**config.mk**
```make
export PLATFORM = sky130hd
export DESIGN_NAME = sm_hex_display_mux_flat
export DESIGN_NICKNAME = d
export VERILOG_FILES = /design/src/rtl/sm_hex_display_mux_if.sv /design/src/rtl/sm_hex_display_mux.sv /design/src/flat_wrapper.sv
export SDC_FILE = /design/constraint.sdc
export NUM_CORES = 1
export LEC_CHECK = 0
export ABC_AREA = 0
export CAP_MARGIN = 10
export CORE_UTILIZATION = 35
export DETAILED_ROUTE_END_ITERATION = 10
export DONT_BUFFER_PORTS = 1
export PLACE_DENSITY = 0.54
export SLEW_MARGIN = 10
export SYNTH_ARGS = -nofsm -noshare
export SYNTH_HDL_FRONTEND = slang
export SYNTH_SLANG_ARGS = --single-unit
```
**constraint.sdc**
```tcl
create_clock -name clkIn -period 3 [get_ports clkIn]
set_clock_uncertainty 0.05 [all_clocks]
set_input_delay 0.6 -clock clkIn [delete_from_list [all_inputs] [get_ports clkIn]]
set_output_delay 0.6 -clock clkIn [all_outputs]
set_load 0.02 [all_outputs]
```
**src/rtl/sm_hex_display_mux_if.sv**
```systemverilog
// Display pin bundle for the hex display multiplexer.
// master drives seven_segments/dot/anodes/frame_tick; slave observes them.
interface sm_hex_display_mux_if #(
    parameter int DIGITS = 8
);
    logic [6:0]        seven_segments;
    logic              dot;
    logic [DIGITS-1:0] anodes;
    logic              frame_tick;

    modport master (
        output seven_segments, dot, anodes, frame_tick
    );

    modport slave (
        input seven_segments, dot, anodes, frame_tick
    );
endinterface

```
**src/rtl/sm_hex_display_mux.sv**
```systemverilog
// Time-multiplexed hex display driver with frame snapshot and lz blanking.
// clkIn/rst_n/enable, number/dots/lz_blank in; disp (master) carries pins.
module sm_hex_display_mux #(
    parameter int DIGITS       = 8,
    parameter int PRESCALE     = 50000,
    parameter int BLANK_CYCLES = 8,
    parameter int ACTIVE_LOW   = 1
) (
    input  logic                  clkIn,
    input  logic                  rst_n,
    input  logic                  enable,
    input  logic [4*DIGITS-1:0]   number,
    input  logic [DIGITS-1:0]     dots,
    input  logic                  lz_blank,
    sm_hex_display_mux_if.master  disp
);
    localparam int IW = (DIGITS > 1) ? $clog2(DIGITS) : 1;
    localparam int PW = $clog2(PRESCALE);
    localparam logic [IW-1:0] LAST_IDX = IW'(DIGITS - 1);
    localparam logic [PW-1:0] LAST_PRE = PW'(PRESCALE - 1);
    localparam logic POL = (ACTIVE_LOW != 0);

    typedef enum logic {
        ST_OFF,
        ST_RUN
    } state_t;

    state_t              state_q, state_d;
    logic                load;
    logic [PW-1:0]       pre_q;
    logic [IW-1:0]       idx_q;
    logic [4*DIGITS-1:0] num_q;
    logic [DIGITS-1:0]   dots_q;
    logic                lz_q;

    logic [6:0]          seg_q;
    logic                dot_q;
    logic [DIGITS-1:0]   an_q;
    logic                tick_q;

    logic                wrap;
    logic [4*DIGITS-1:0] src_num;
    logic [DIGITS-1:0]   src_dots;
    logic                src_lz;
    logic [3:0]          nib;
    logic                dsel;
    logic                nz;
    logic                blank;
    logic                gap;
    logic [6:0]          seg_on;
    logic                dot_on;
    logic [DIGITS-1:0]   an_on;

    function automatic logic [6:0] glyph(input logic [3:0] v);
        logic [6:0] g;
        unique case (v)
            4'h0: g = 7'h3F;
            4'h1: g = 7'h06;
            4'h2: g = 7'h5B;
            4'h3: g = 7'h4F;
            4'h4: g = 7'h66;
            4'h5: g = 7'h6D;
            4'h6: g = 7'h7D;
            4'h7: g = 7'h07;
            4'h8: g = 7'h7F;
            4'h9: g = 7'h6F;
            4'hA: g = 7'h77;
            4'hB: g = 7'h7C;
            4'hC: g = 7'h39;
            4'hD: g = 7'h5E;
            4'hE: g = 7'h79;
            4'hF: g = 7'h71;
        endcase
        return g;
    endfunction

    assign wrap = (pre_q == LAST_PRE) && (idx_q == LAST_IDX);

    // OFF -> RUN on the first enabled edge takes a fresh snapshot;
    // in RUN the snapshot is retaken as the index wraps back to 0.
    always_comb begin
        state_d = state_q;
        load    = 1'b0;
        unique case (state_q)
            ST_OFF: begin
                if (enable) begin
                    state_d = ST_RUN;
                    load    = 1'b1;
                end
            end
            ST_RUN: begin
                if (!enable) begin
                    state_d = ST_OFF;
                end else if (wrap) begin
                    load = 1'b1;
                end
            end
        endcase
    end

    // The shadows are still stale on the first enabled edge, so that
    // edge decodes straight from the live inputs it is capturing.
    assign src_num  = (state_q == ST_OFF) ? number   : num_q;
    assign src_dots = (state_q == ST_OFF) ? dots     : dots_q;
    assign src_lz   = (state_q == ST_OFF) ? lz_blank : lz_q;

    always_comb begin
        nib   = 4'h0;
        dsel  = 1'b0;
        nz    = 1'b0;
        an_on = '0;
        for (int j = 0; j < DIGITS; j++) begin
            if (j == int'(idx_q)) begin
                nib      = src_num[j*4 +: 4];
                dsel     = src_dots[j];
                an_on[j] = 1'b1;
            end
            if (j >= int'(idx_q) && src_num[j*4 +: 4] != 4'h0) begin
                nz = 1'b1;
            end
        end
        gap = (int'(pre_q) < BLANK_CYCLES);
        if (gap) begin
            an_on = '0;
        end
    end

    assign blank  = src_lz && (idx_q != '0) && !nz;
    assign seg_on = blank ? 7'h00 : glyph(nib);
    assign dot_on = dsel && !blank;

    always_ff @(posedge clkIn or negedge rst_n) begin
        if (!rst_n) begin
            state_q <= ST_OFF;
            pre_q   <= '0;
            idx_q   <= '0;
            num_q   <= '0;
            dots_q  <= '0;
            lz_q    <= 1'b0;
            seg_q   <= {7{POL}};
            dot_q   <= POL;
            an_q    <= {DIGITS{POL}};
            tick_q  <= 1'b0;
        end else begin
            state_q <= state_d;
            if (!enable) begin
                pre_q  <= '0;
                idx_q  <= '0;
                num_q  <= '0;
                dots_q <= '0;
                lz_q   <= 1'b0;
                seg_q  <= {7{POL}};
                dot_q  <= POL;
                an_q   <= {DIGITS{POL}};
                tick_q <= 1'b0;
            end else begin
                if (load) begin
                    num_q  <= number;
                    dots_q <= dots;
                    lz_q   <= lz_blank;
                end
                if (pre_q == LAST_PRE) begin
                    pre_q <= '0;
                    idx_q <= (idx_q == LAST_IDX) ? '0 : idx_q + 1'b1;
                end else begin
                    pre_q <= pre_q + 1'b1;
                end
                seg_q  <= seg_on ^ {7{POL}};
                dot_q  <= dot_on ^ POL;
                an_q   <= an_on ^ {DIGITS{POL}};
                tick_q <= wrap;
            end
        end
    end

    assign disp.seven_segments = seg_q;
    assign disp.dot            = dot_q;
    assign disp.anodes         = an_q;
    assign disp.frame_tick     = tick_q;
endmodule

```
**src/flat_wrapper.sv**
```systemverilog
// flat-port wrapper written by rule: the top's interface ports become plain ports
module sm_hex_display_mux_flat 
#(
    parameter int DIGITS       = 8,
    parameter int PRESCALE     = 50000,
    parameter int BLANK_CYCLES = 8,
    parameter int ACTIVE_LOW   = 1
)
  (clkIn, rst_n, enable, number, dots, lz_blank, disp_seven_segments, disp_dot, disp_anodes, disp_frame_tick);
  sm_hex_display_mux_if #(.DIGITS(DIGITS)) disp_i ();
  input  logic clkIn;
  input  logic rst_n;
  input  logic enable;
  input  logic [4*DIGITS-1:0] number;
  input  logic [DIGITS-1:0] dots;
  input  logic lz_blank;
  output wire logic [$bits(disp_i.seven_segments)-1:0] disp_seven_segments;
  output wire logic [$bits(disp_i.dot)-1:0] disp_dot;
  output wire logic [$bits(disp_i.anodes)-1:0] disp_anodes;
  output wire logic [$bits(disp_i.frame_tick)-1:0] disp_frame_tick;
  assign disp_seven_segments = disp_i.seven_segments;
  assign disp_dot = disp_i.dot;
  assign disp_anodes = disp_i.anodes;
  assign disp_frame_tick = disp_i.frame_tick;
  sm_hex_display_mux #(.DIGITS(DIGITS), .PRESCALE(PRESCALE), .BLANK_CYCLES(BLANK_CYCLES), .ACTIVE_LOW(ACTIVE_LOW)) u_core (.clkIn(clkIn), .rst_n(rst_n), .enable(enable), .number(number), .dots(dots), .lz_blank(lz_blank), .disp(disp_i));
endmodule
```
==> results.py <==
metrics = {
    "setup_path": {
        "cp.required_ns": 3.23,
        "path_class": "reg2reg",
        "worstPathMaxFanout": 6,
        "end_kind": "flop",
        "critPathLaunchType": "flop",
        "arrival_ns": 3.04,
    },
    "sta": {
        "rsz0062_at_grt": "yes",
        "finalMaxSlewViolations": 0,
        "clock.fmax_mhz": 356.0,
        "relSlewSlack_pct": 53.46,
        "fin_crit_sh_pct": 93.62,
        "post-route-min-period_ns": 2.809,
        "final-hold-violation-count": 0,
        "setup_viol": 0,
        "tightestPinTransition_ns": 0.6956,
        "setup_slack_ns": 0.1913,
    },
    "clock_tree": {
        "cts_made_buffers": 9,
        "clockBufferDepth": 2,
        "clock_latency_ns": 0.35,
        "htree_levels": 3,
        "root_buffer": "clkbuf_16",
        "cts_tree": "done",
        "clock-sinks": 78,
        "path_clk_slew_ns": 0.06,
    },
    "floorplan": {
        "fp.coreArea_um2": 12620,
        "initial_utilization_pct": 35.79,
        "num_io_pins": 61,
        "die_area_um2": 13360,
        "die_h_um": 115.6,
        "rows": 41,
        "die_x_um": 115.6,
    },
    "yosys": {
        "ys_warn_count": 0,
        "syn_area_per_cell_um2": 9.237,
        "netlist_instances": 489,
        "yosysSeqAreaShare_pct": 43.66,
        "synth-edff-count": 0,
        "async_flop_share_pct": 100.0,
        "syn-cell-area_um2": 4517,
        "ys_types": 56,
        "synthFlopType": "dfrtp_1",
        "synth_fp_nets": 546,
        "ys_ff_latch": 78,
    },
    "outcome": {
        "status": "completed",
    },
    "final_layout": {
        "final_cell_mix": "97 x nand2_1, 59 x dfrtp_1, 53 x a21oi_1",
        "syn_to_final_growth_pct": 12.88,
        "n_antenna_cell": 0,
        "final_cells": 671,
        "drive_gt1_share_pct": 14.83,
        "final_core_util_pct": 40.40,
        "nets": 551,
        "final_common_cell": "nand2_1",
        "fillerInstances": 1272,
    },
    "power_and_ir_drop": {
        "leakagePower_nw": 2.205,
        "power.density_nw_per_um2": 514.5,
        "peakVddDrop_v": 0.0003500,
    },
    "grt": {
        "antenna_found_initial": 0,
        "use_met1_pct": 24.75,
        "grt_overflow": 0,
        "grt_pass1_vias": 3488,
        "grtUsageMet3_pct": 5.335,
        "top_usage_layer": "met2",
        "grt_usage_pct": 18.77,
        "grt_max_degree": 63,
        "met2_usage_pct": 29.34,
        "grt_pass1_wl_mm": 18.79,
    },
    "placement": {
        "pre_cts_ws_ns": -0.01017,
        "dp_hpwl_mm": 8.350,
        "io_buffers": 0,
        "place_inst": 652,
        "gp_congestion": 0.8759,
    },
    "route": {
        "first_iter_violations": 281,
        "firstDrtPassIters": 5,
        "drcViolationCount": 0,
        "routed-via-count": 3635,
        "routed_wl_mm": 11.77,
        "wire_per_inst_um": 17.55,
        "ant_nets": 0,
        "viasPerCell": 5.417,
    },
    "flow_run": {
        "maxCapViolations": 0,
    },
    "worst_hold_path": {
        "holdCritPathClass": "in2async",
    },
}
-- per-layer routing --
metal | share of wire (%) | vias up
li1 | - | 1735
met1 | 45 | 1771
met2 | 48 | 114
met3 | 6.2 | 15
met4 | 1.5 | 0
met5 | 0 | -
-- report_power, final --
part	switching, W	total, W	internal [W]
Combinational	0.000154	0.000263	0.000109
Clock	0.000435	0.00121	0.000773
Sequential	0.0000469	0.00115	0.00111
Total	0.000635	0.00262	0.00199
-- cell families after synthesis --
| kind of cell | count (synthesis) | share of synthesized area (%) |
|---|---|---|
| AO/OA/AOI/OAI | 112 | 16.01 |
| XOR/XNOR | 13 | 2.521 |
| adder cells (fa/ha/maj) | 13 | 3.601 |
| buffers and inverters | 39 | 5.069 |
| flip-flops | 78 | 43.66 |
| multiplexers | 44 | 9.945 |
| AND/OR/NAND/NOR | 190 | 19.20 |
-- critical path: stages, from the launching register on --
cell,delay (ns)
dfrtp_2,0.45
inv_2,0.14
ha_4,0.18
or3b_4,0.42
o22ai_1,0.19
o21ai_1,0.09
a221oi_2,0.27
o21ai_2,0.09
buf_4,0.17
ha_1,0.30
mux2i_1,0.08
mux2_2,0.26
nand2_1,0.06
-- through the flow --
stage	hold slack (ns)	instance area (um^2)	setup TNS, ns	power [W]
2_1_floorplan	0.2544	4517	0	0.001358
3_3_place_gp	0.2581	4693	0	0.001409
3_5_place_dp	0.2569	4693	-0.01017	0.001413
4_1_cts	0.02861	5062	0	0.002662
5_1_grt	0.03248	5099	-0.01328	0.002728
6_report	0.04946	5099	0	0.002623
-- final cells by class --
type,instances,area [um^2],area share (%)
Multi-Input combinational cell,372,2342,45.94
Clock inverter,5,81.33,1.595
Clock buffer,11,252.7,4.957
Timing Repair Buffer,20,182.7,3.583
Sequential cell,78,1976,38.75
Inverter,13,48.80,0.9571
Tap cell,172,215.2,4.221
-- what timing repair did --
item / in CTS / in global routing
hold endpoints to repair: 62 / 0
setup buffers: 0 / 2
resized for setup: 3 / 10
endpoints found under the setup margin: 2 / 6
pin swaps: 1 / 1
hold buffers: 1 / 0
-- path summary, 6_finish.rpt --
path | cells after the start | start | endpoint | slack [ns]
max in group asynchronous | 1 | rst_n | u_core.idx_q[1] | 2.53
min in group clkIn | 0 | enable | u_core.state_q | 0.23
hold / removal | 0 | rst_n | u_core.disp.anodes[7] | 0.05
setup reg to reg | 12 | u_core.idx_q[1] | u_core.disp.seven_segments[3] | 0.19
setup / recovery | 12 | u_core.idx_q[1] | u_core.disp.seven_segments[3] | 0.19
hold reg to reg | 1 | u_core.pre_q[0] | u_core.pre_q[0] | 0.41
-- synthesized netlist by cell type (5+ instances only) --
| library cell | count | area share [%] |
|---|---|---|
| a21oi_1 | 53 | 5.9 |
| a22oi_1 | 9 | 1.5 |
| and3_1 | 10 | 1.4 |
| buf_2 | 8 | 0.89 |
| buf_6 | 8 | 2.0 |
| clkbuf_1 | 5 | 0.42 |
| dfrtp_1 | 62 | 34 |
| dfstp_2 | 16 | 9.3 |
| ha_1 | 13 | 3.6 |
| inv_1 | 13 | 1.1 |
| mux2_2 | 5 | 1.2 |
| mux2i_1 | 37 | 8.2 |
| nand2_1 | 97 | 8.1 |
| nand3_1 | 17 | 1.9 |
| nor2_1 | 27 | 2.2 |
| nor3_1 | 8 | 0.89 |
| nor4_1 | 10 | 1.4 |
| o21ai_0 | 11 | 1.2 |
| o22ai_1 | 5 | 0.69 |
| xnor2_1 | 8 | 1.6 |
| xor2_1 | 5 | 0.97 |
-- flip-flops by register name, indices dropped and copies added (netlist names) --
signal	flops
u_core.idx_q	3
u_core.lz_q	1
u_core.pre_q	16
u_core.disp.frame_tick	1
u_core.disp.seven_segments	7
u_core.disp.anodes	8
u_core.disp.dot	1
u_core.num_q	32
u_core.state_q	1
u_core.dots_q	8
Note: power is estimated with default switching activity, not from simulation.
